## src/rtl/dmem_arb_pkg.sv

```systemverilog
// Shared types and constants for the data-memory arbiter and its
// round-robin grant logic.
package dmem_arb_pkg;

   typedef enum logic [1:0] {ARB_IDLE, ARB_ACCESS, ARB_RESP, ARB_DONE} arb_state_t;

   localparam int NUM_REQ  = 2;
   localparam int PORT_CPU = 0;
   localparam int PORT_AUX = 1;

   function automatic logic [NUM_REQ-1:0] idx_to_onehot(input logic idx);
      logic [NUM_REQ-1:0] oh;
      oh      = '0;
      oh[idx] = 1'b1;
      return oh;
   endfunction

endpackage

```

## src/rtl/rr_arbiter_2.sv

```systemverilog
// Combinational two-way round-robin grant: on contention the port that
// did not win last time is chosen.
module rr_arbiter_2
   import dmem_arb_pkg::*;
(
   input  logic [NUM_REQ-1:0] req_i,
   input  logic               last_grant_i,
   output logic [NUM_REQ-1:0] gnt_o,
   output logic               gnt_idx_o
);

   always_comb begin
      gnt_idx_o = 1'b0;
      if (req_i[PORT_CPU] && req_i[PORT_AUX]) begin
         gnt_idx_o = ~last_grant_i;
      end else if (req_i[PORT_AUX]) begin
         gnt_idx_o = 1'b1;
      end
      gnt_o = '0;
      if (|req_i) begin
         gnt_o[gnt_idx_o] = 1'b1;
      end
   end

endmodule

```

## src/rtl/dmem_arbiter.sv

```systemverilog
// Shares the single-port data RAM between the CPU and an aux master.
// One access every four cycles: IDLE (arbitrate), ACCESS, RESP, DONE.
module dmem_arbiter
   import dmem_arb_pkg::*;
#(
   parameter int MEM_DEPTH = 16384
) (
   input  logic                      clk_i,
   input  logic                      rst_i,
   input  logic [NUM_REQ-1:0]        m_valid_i,
   input  logic [NUM_REQ-1:0]        m_wen_i,
   input  logic [NUM_REQ-1:0][31:0]  m_addr_i,
   input  logic [NUM_REQ-1:0][31:0]  m_wdata_i,
   input  logic [NUM_REQ-1:0][3:0]   m_strb_i,
   output logic [31:0]               m_rdata_o,
   output logic [NUM_REQ-1:0]        m_done_o,
   output logic [NUM_REQ-1:0]        m_err_o,
   output logic [31:0]               dmem_addr_o,
   output logic                      dmem_en_o,
   output logic                      dmem_wen_o,
   output logic [31:0]               dmem_wdata_o,
   output logic [3:0]                dmem_wstrb_o,
   input  logic [31:0]               dmem_rdata_i
);

   localparam logic [32:0] ADDR_LIMIT = 33'(MEM_DEPTH) * 33'd4;

   arb_state_t          state_q, state_d;
   logic                last_grant_q, last_grant_d;
   logic                wen_q, wen_d;
   logic                oor_q, oor_d;
   logic [31:0]         addr_q, addr_d;
   logic [31:0]         wdata_q, wdata_d;
   logic [3:0]          strb_q, strb_d;
   logic                en_q, en_d;
   logic                dwen_q, dwen_d;
   logic [31:0]         rdata_q, rdata_d;
   logic [NUM_REQ-1:0]  done_q, done_d;
   logic [NUM_REQ-1:0]  err_q, err_d;

   logic [NUM_REQ-1:0]  gnt;
   logic                gnt_idx;
   logic                req_oor;

   rr_arbiter_2 u_rr (
      .req_i        (m_valid_i),
      .last_grant_i (last_grant_q),
      .gnt_o        (gnt),
      .gnt_idx_o    (gnt_idx)
   );

   assign req_oor = {1'b0, m_addr_i[gnt_idx]} >= ADDR_LIMIT;

   always_ff @(posedge clk_i) begin
      if (rst_i) begin
         state_q <= ARB_IDLE;
      end else begin
         state_q <= state_d;
      end
   end

   always_comb begin
      state_d = state_q;
      case (state_q)
         ARB_IDLE:   if (|gnt) state_d = ARB_ACCESS;
         ARB_ACCESS: state_d = ARB_RESP;
         ARB_RESP:   state_d = ARB_DONE;
         ARB_DONE:   state_d = ARB_IDLE;
         default:    state_d = ARB_IDLE;
      endcase
   end

   // last_grant doubles as the index of the transaction in flight.
   always_comb begin
      last_grant_d = last_grant_q;
      wen_d        = wen_q;
      oor_d        = oor_q;
      addr_d       = addr_q;
      wdata_d      = wdata_q;
      strb_d       = strb_q;
      rdata_d      = rdata_q;
      en_d         = 1'b0;
      dwen_d       = 1'b0;
      done_d       = '0;
      err_d        = '0;
      case (state_q)
         ARB_IDLE: begin
            if (|gnt) begin
               last_grant_d = gnt_idx;
               wen_d        = m_wen_i[gnt_idx];
               oor_d        = req_oor;
               addr_d       = m_addr_i[gnt_idx];
               wdata_d      = m_wdata_i[gnt_idx];
               strb_d       = m_strb_i[gnt_idx];
               en_d         = ~req_oor;
               dwen_d       = m_wen_i[gnt_idx] & ~req_oor;
            end
         end
         ARB_RESP: begin
            rdata_d = (wen_q || oor_q) ? 32'h0 : dmem_rdata_i;
            done_d  = idx_to_onehot(last_grant_q);
            err_d   = oor_q ? idx_to_onehot(last_grant_q) : '0;
         end
         default: ;
      endcase
   end

   always_ff @(posedge clk_i) begin
      if (rst_i) begin
         last_grant_q <= 1'b1;
         wen_q        <= 1'b0;
         oor_q        <= 1'b0;
         addr_q       <= '0;
         wdata_q      <= '0;
         strb_q       <= '0;
         en_q         <= 1'b0;
         dwen_q       <= 1'b0;
         rdata_q      <= '0;
         done_q       <= '0;
         err_q        <= '0;
      end else begin
         last_grant_q <= last_grant_d;
         wen_q        <= wen_d;
         oor_q        <= oor_d;
         addr_q       <= addr_d;
         wdata_q      <= wdata_d;
         strb_q       <= strb_d;
         en_q         <= en_d;
         dwen_q       <= dwen_d;
         rdata_q      <= rdata_d;
         done_q       <= done_d;
         err_q        <= err_d;
      end
   end

   assign m_rdata_o    = rdata_q;
   assign m_done_o     = done_q;
   assign m_err_o      = err_q;
   assign dmem_addr_o  = addr_q;
   assign dmem_en_o    = en_q;
   assign dmem_wen_o   = dwen_q;
   assign dmem_wdata_o = wdata_q;
   assign dmem_wstrb_o = strb_q;

   // A requester must hold valid until its done pulse.
   a_valid_held: assert property (@(posedge clk_i) disable iff (rst_i)
      (state_q != ARB_IDLE) |-> m_valid_i[last_grant_q]);

endmodule

```

## config.mk

```make
export PLATFORM = sky130hd
export DESIGN_NAME = dmem_arbiter
export DESIGN_NICKNAME = d
export VERILOG_FILES = /design/src/rtl/dmem_arb_pkg.sv /design/src/rtl/rr_arbiter_2.sv /design/src/rtl/dmem_arbiter.sv
export SDC_FILE = /design/constraint.sdc
export NUM_CORES = 1
export LEC_CHECK = 0
export ABC_AREA = 1
export BUFFER_PORTS_ARGS = -buffer_cell sky130_fd_sc_hd__buf_2
export CORE_MARGIN = 10
export CORE_UTILIZATION = 48
export CTS_BUF_LIST = sky130_fd_sc_hd__clkbuf_4
export CTS_CLUSTER_SIZE = 40
export DETAILED_ROUTE_END_ITERATION = 8
export HOLD_SLACK_MARGIN = 0.06
export PLACE_DENSITY_LB_ADDON = 0.1
export SLEW_MARGIN = 15
export SYNTH_ARGS = -nofsm -noshare
export SYNTH_HDL_FRONTEND = slang
export SYNTH_HIERARCHICAL = 1
export SYNTH_SLANG_ARGS = --single-unit
```

## constraint.sdc

```tcl
create_clock -name clk_i -period 4.5 [get_ports clk_i]
set_clock_uncertainty 0.05 [all_clocks]
set_input_delay 0.675 -clock clk_i [delete_from_list [all_inputs] [get_ports clk_i]]
set_output_delay 0.675 -clock clk_i [all_outputs]
set_load 0.02 [all_outputs]
```

## Word level (Yosys, flattened, before mapping)

Cells that the tools add are included.

| storage, ports and cells | value |
|---|---|
| flip-flop bits (word level) | 111 |
| bits in latches | 0 |
| bits in writable memories | 0 |
| bits in read-only memories | 0 |
| bits of input ports | 174 |
| output and inout port bits | 106 |
| word-level logic and storage cells | 57 |
| memories kept | 0 |

| operators by class | value |
|---|---|
| $add $sub $neg | 0 |
| $mul | 0 |
| divide/modulo/power cells | 0 |
| $lt $le $gt $ge | 5 |
| equal/unequal tests | 4 |
| shifts and indexed selects | 0 |
| mux-type cells | 18 |
| bitwise gates (word level) | 7 |
| reduce and logical (&&, ||, !) cells | 11 |

Operators with widths:

| kind | number |
|---|---|
| 32-bit 2-to-1 mux | 5 |
| 32-bit by 17-bit greater-or-equal comparator with 1-bit output, second input constant | 1 |
| 4-bit 2-to-1 mux | 2 |
| 2-bit case mux with 4 select lines | 1 |
| 1-bit 2-to-1 mux | 6 |
| 1-bit inverter | 6 |
| 2-bit OR reduction | 3 |
| 3-bit OR reduction | 2 |
| 2-bit equality test, second input constant | 2 |
| 1-bit by 2-bit < comparator with 1-bit output, second input constant | 2 |
| 2-bit 2-to-1 mux | 2 |
| 1-bit logical AND | 3 |
| 1-bit demux with 1-bit select | 2 |
| 2-bit by 1-bit equality test with 1-bit output, second input constant | 1 |
| 1-bit greater-or-equal comparator, second input constant | 2 |
| 2-bit zero test | 1 |
| 2-bit inequality test, second input constant | 1 |
| 2-bit AND reduction | 1 |
| 1-bit AND | 1 |
| 1-bit logical OR | 1 |

## Depth between registers and ports, before layout

| logic depth | value |
|---|---|
| depth in word-level cells | 10 |
| mapped depth | 13 |
| gate-level depth less buffers | 11 |

## Cells and area by module

Netlist, hierarchy kept.

By module, submodules not included:

| module | times used | cells an instance | area each (µm²) | seq. area each (µm²) |
|---|---|---|---|---|
| dmem_arbiter | 1 | 609 | 4620.7 | 2222.1 |
| rr_arbiter_2 | 1 | 6 | 25.0 | 0.0 |

## Worst setup path before layout

OpenSTA, ideal clock, no wires.

| path | value |
|---|---|
| kind | in2reg |
| start point | input port m_valid_i[1] |
| end point | register dwen_q (netlist: dmem_wen_o) |
| data arrival time | 1.691 ns |
| setup slack | 2.697 ns |
| cell stages on the path | 12 |
| cell sequence | inv_1 -> a21oi_1 -> buf_6 -> inv_8 -> buf_12 -> nand2_2 -> nand2_1 -> nor2_2 -> nand2_1 -> nor2_2 -> nand3_2 -> nor2_2 |

| between the ends | value |
|---|---|
| cells in the longest elaborated chain, start to end | 10 |
| elaborated cells on any way between the ends | 20 |

RTL lines:

| what | RTL line | source |
|---|---|---|
| start, declared | dmem_arbiter.sv:10 | `input logic [NUM_REQ-1:0] m_valid_i,` |
| 1-bit 2-to-1 mux or 1-bit logical AND (tied branches) | rr_arbiter_2.sv:16, rr_arbiter_2.sv:14 |  |
| 1-bit 2-to-1 mux (*) | rr_arbiter_2.sv:14 | `if (req_i[PORT_CPU] && req_i[PORT_AUX]) begin` |
| named net gnt_idx | dmem_arbiter.sv:42 | `logic gnt_idx;` |
| branches (longest 8 deep; another with 32-bit by 17-bit greater-or-equal comparator with 1-bit output) | n/a |  |
| end signal, assigned | dmem_arbiter.sv:129 | `dwen_q <= dwen_d;` |
| end, declared | dmem_arbiter.sv:36 | `logic dwen_q, dwen_d;` |

Mark *: on every way through the listed nets, which the timed path passes. The select of a mux whose other input is x is not followed.
A chain may end at the register's enable or synchronous reset.

## Final worst setup path

| path | value |
|---|---|
| start point | register last_grant_q |
| end point | register wdata_q[0] (netlist: dmem_wdata_o[0]) |

| between the ends | value |
|---|---|
| cells in the longest elaborated chain, start to end | 9 |
| elaborated cells on any way between the ends | 12 |

RTL lines:

| what | RTL line | source |
|---|---|---|
| start, declared | dmem_arbiter.sv:29 | `logic last_grant_q, last_grant_d;` |
| start signal, assigned | dmem_arbiter.sv:122 | `last_grant_q <= last_grant_d;` |
| 1-bit inverter (*) | rr_arbiter_2.sv:15 | `gnt_idx_o = ~last_grant_i;` |
| 1-bit 2-to-1 mux (*) | rr_arbiter_2.sv:14 |  |
| 1-bit by 2-bit < comparator with 1-bit output (implied by the code) or 1-bit greater-or-equal comparator (tied branches) | rr_arbiter_2.sv:21 | `gnt_o[gnt_idx_o] = 1'b1;` |
| 1-bit logical AND (implied by the code) | rr_arbiter_2.sv:21 |  |
| 1-bit 2-to-1 mux (implied by the code) | rr_arbiter_2.sv:21 |  |
| 1-bit demux with 1-bit select (*) | n/a |  |
| 2-bit 2-to-1 mux (*) | rr_arbiter_2.sv:20 | `if (\|req_i) begin` |
| named net gnt[0] | dmem_arbiter.sv:41 | `logic [NUM_REQ-1:0] gnt;` |
| 2-bit OR reduction (*) | dmem_arbiter.sv:88 | `if (\|gnt) begin` |
| 2-bit AND reduction (no line) (*) | n/a |  |
| end signal, assigned | dmem_arbiter.sv:126 | `wdata_q <= wdata_d;` |
| end, declared | dmem_arbiter.sv:33 | `logic [31:0] wdata_q, wdata_d;` |

The timed path passes the listed nets; every way through them passes the cells marked *. The select of a mux whose other input is x is not followed.

==> flow_summary.json <==
{
  "synth_warnings": 6,
  "arrival_ps": 2820,
  "grt_pass1_vias": 4873,
  "met2_usage": 0.3804,
  "synth_area_sq_um": 4646,
  "drt_iter0_drc": 396,
  "finalSetupViolations": 0,
  "cts_resized": 0,
  "postCtsSetupBuffers": 0,
  "crit_path_end_kind": "flip-flop",
  "r2r_end": "dmem_wdata_o[0]",
  "port-buffer-count": 279,
  "grt_max_degree": 79,
  "crit_path_start_kind": "flip-flop",
  "track_usage": 0.2161,
  "dpl_cell_area_sq_um": 5971,
  "drc": 0,
  "whs_ps": 383.1,
  "r2r_slack_ps": 2020,
  "path_max_fanout": 78,
  "syn_area_per_cell_sq_um": 7.554,
  "io_pins": 280,
  "antenna_found_initial": 0,
  "final_cell_area_sq_um": 6122,
  "clock_latency_ps": 440,
  "fin_crit_sh": 0.5515,
  "postCtsHoldBufs": 0,
  "fin_setup_tns_ps": 0,
  "worst_slew_pin_slew_ps": 1044,
  "slew_violations": 0,
  "fillers": 887,
  "p_per_area_nw_per_um2": 646.1,
  "grt-busiest-layer": "met2",
  "syn_nets": 792,
  "whs_path_depth": 3,
  "met3_usage": 0.08710,
  "yosysUniqueCellTypes": 29,
  "grt_overflow": 0,
  "gr-usage-met1": 0.2307,
  "coreArea_sq_um": 9328,
  "cp.required_ps": 4840,
  "outcome": "completed",
  "rr_worst_depth": 8,
  "ant_nets": 0,
  "avgRoutedWirePerCell_um": 16.38,
  "die-height_um": 118.4,
  "worstSetupPathType": "reg2reg",
  "min_period_ps": 2482,
  "gp_congestion": 0.8167,
  "min_from": "dmem_rdata_i[25]",
  "ir_drop_v": 0.0003319,
  "clockRootBuffer": "clkbuf_4",
  "min_to": "m_rdata_o[25]",
  "r2r_start": "last_grant_q",
  "setup_ws_ps": 2018,
  "dp_hpwl_um": 12390,
  "ys.flop_type": "dfxtp_1",
  "fin_nets": 1033,
  "vias": 5043,
  "netlist.area_leader.share": 0.4783,
  "synth_seq_cells": 111,
  "p_leak_nw": 3.156,
  "cts.clk_slew.worst_paths_ps": 180,
  "async_flop_share": 0,
  "yosys-top-cells-area": "dfxtp_1 48%, nand2_1 15%, o21ai_0 7.4%, a31oi_1 5.0%, a21oi_1 3.9%",
  "power_mw": 3.956,
  "viasPerCell": 5.094,
  "preCtsSetupSlack_ps": 1641,
  "die_area_sq_um": 14010,
  "cts_tree": "done",
  "synth.cells.most_frequent": "183 x nand2_1, 111 x dfxtp_1, 69 x o21ai_0, 40 x nor2_1, 37 x a31oi_1",
  "rows": 35,
  "slew_headroom": 0.3028,
  "cts_buffer_depth": 2,
  "synth_top_cell_by_area": "dfxtp_1",
  "max_cap_viol_count": 0,
  "first_pass_iters": 5,
  "wl_um": 16220,
  "multi_input_area_sq_um": 2059,
  "hp-class": "in2reg",
  "synth_edf_count": 0,
  "grt_pass1_wl_um": 25120,
  "drive_gt1_frac": 0.3624,
  "hold_viol": 0,
  "synthCells": 615,
  "rsz0062_at_grt": "no",
  "clock_sinks": 111,
  "start_util": 0.4981,
  "regArea_sq_um": 2222,
  "area_delta_synth_final_pct": 31.78,
  "diodes": 0,
  "fmax_mhz": 402.9,
  "yosysMostFrequentCell": "nand2_1",
  "cts-htree-levels": 3,
  "cts_buffers": 9,
  "dieWidth_um": 118.4,
  "seq_area_frac_synth": 0.4783
}
## layout make-up
cell class,count,share of cell area
flip-flops and latches,111,0.3630
repair buffers,282,0.2318
clock buffers,10,0.01226
clock inverters,6,0.01165
inverters,28,0.01860
well taps,129,0.02636
multi-input cells,424,0.3364
## report_power, final
group          internal (mW)  total [mW]  switching, mW  leakage [nW]
combinational          0.597        1.91           1.31          2.17
clock                  0.179       0.511          0.332        0.0728
sequential              1.36        1.53          0.179         0.916
## kinds of logic after synthesis
group                    count (synthesis)  synth area share
AND/OR/NAND/NOR                        238            0.1998
buffers and inverters                   80           0.08295
flip-flops                             111            0.4783
multiplexers                             1          0.002155
AO/OA/AOI/OAI                          182            0.2287
adder cells (fa/ha/maj)                  3          0.008081
## worst max-delay path, cell delays in order, from the launching register on
cell and delay, ps:
dfxtp_1 500, nand2_1 80, nand2_1 110, o21ai_2 100
clkinv_2 60, buf_4 440, buf_4 640, o21ai_0 200
a31oi_1 210
## through the flow
stage | utilization | std cells
after floorplan | - | 615
after global placement | 0.6401 | 974
after detailed placement | 0.6401 | 974
after CTS | 0.6558 | 990
after global routing | 0.6563 | 990
final | 0.6563 | 990
## layer usage
metal | wire [um] | vias up | part of all wire
met3 | 1619 | 24 | 0.10
met2 | 8040 | 221 | 0.50
met1 | 6200 | 2257 | 0.38
met5 | 0 | - | 0
met4 | 359 | 0 | 0.022
li1 | - | 2541 | -
## registers in the layout (all words and copies together), names as in the netlist, 2 cells and up
name          flops
dmem_wdata_o     32
dmem_addr_o      32
m_err_o           2
m_rdata_o        32
state_q           2
m_done_o          2
dmem_wstrb_o      4
## cell usage in the layout (no fill, tap or decap), types with 2 or more instances in the layout
| cell type | instances |
|---|---|
| a211oi_1 | 14 |
| a21oi_1 | 35 |
| a311oi_1 | 17 |
| a31oi_1 | 37 |
| buf_2 | 279 |
| buf_4 | 3 |
| clkbuf_4 | 10 |
| clkinv_4 | 3 |
| clkinvlp_4 | 2 |
| dfxtp_1 | 111 |
| ha_1 | 2 |
| inv_1 | 25 |
| nand2_1 | 183 |
| nand2_2 | 2 |
| nor2_1 | 39 |
| nor2_2 | 4 |
| nor3_1 | 4 |
| o21ai_0 | 69 |
| o21ai_1 | 7 |
| or2_1 | 2 |
## worst max-delay path by stage
stage               cells after the start         endpoint          from  slack, ps
floorplan                              12       dmem_wen_o  m_valid_i[1]       2700
global placement                       10       dmem_wen_o  m_valid_i[0]       1720
detailed placement                     10       dmem_wen_o  m_valid_i[0]       1640
CTS                                     7       dmem_wen_o  last_grant_q       2030
global route                            8  dmem_wdata_o[5]  last_grant_q       1720
finish                                  8  dmem_wdata_o[0]  last_grant_q       2020
Note: power is estimated with default switching activity, not from simulation.
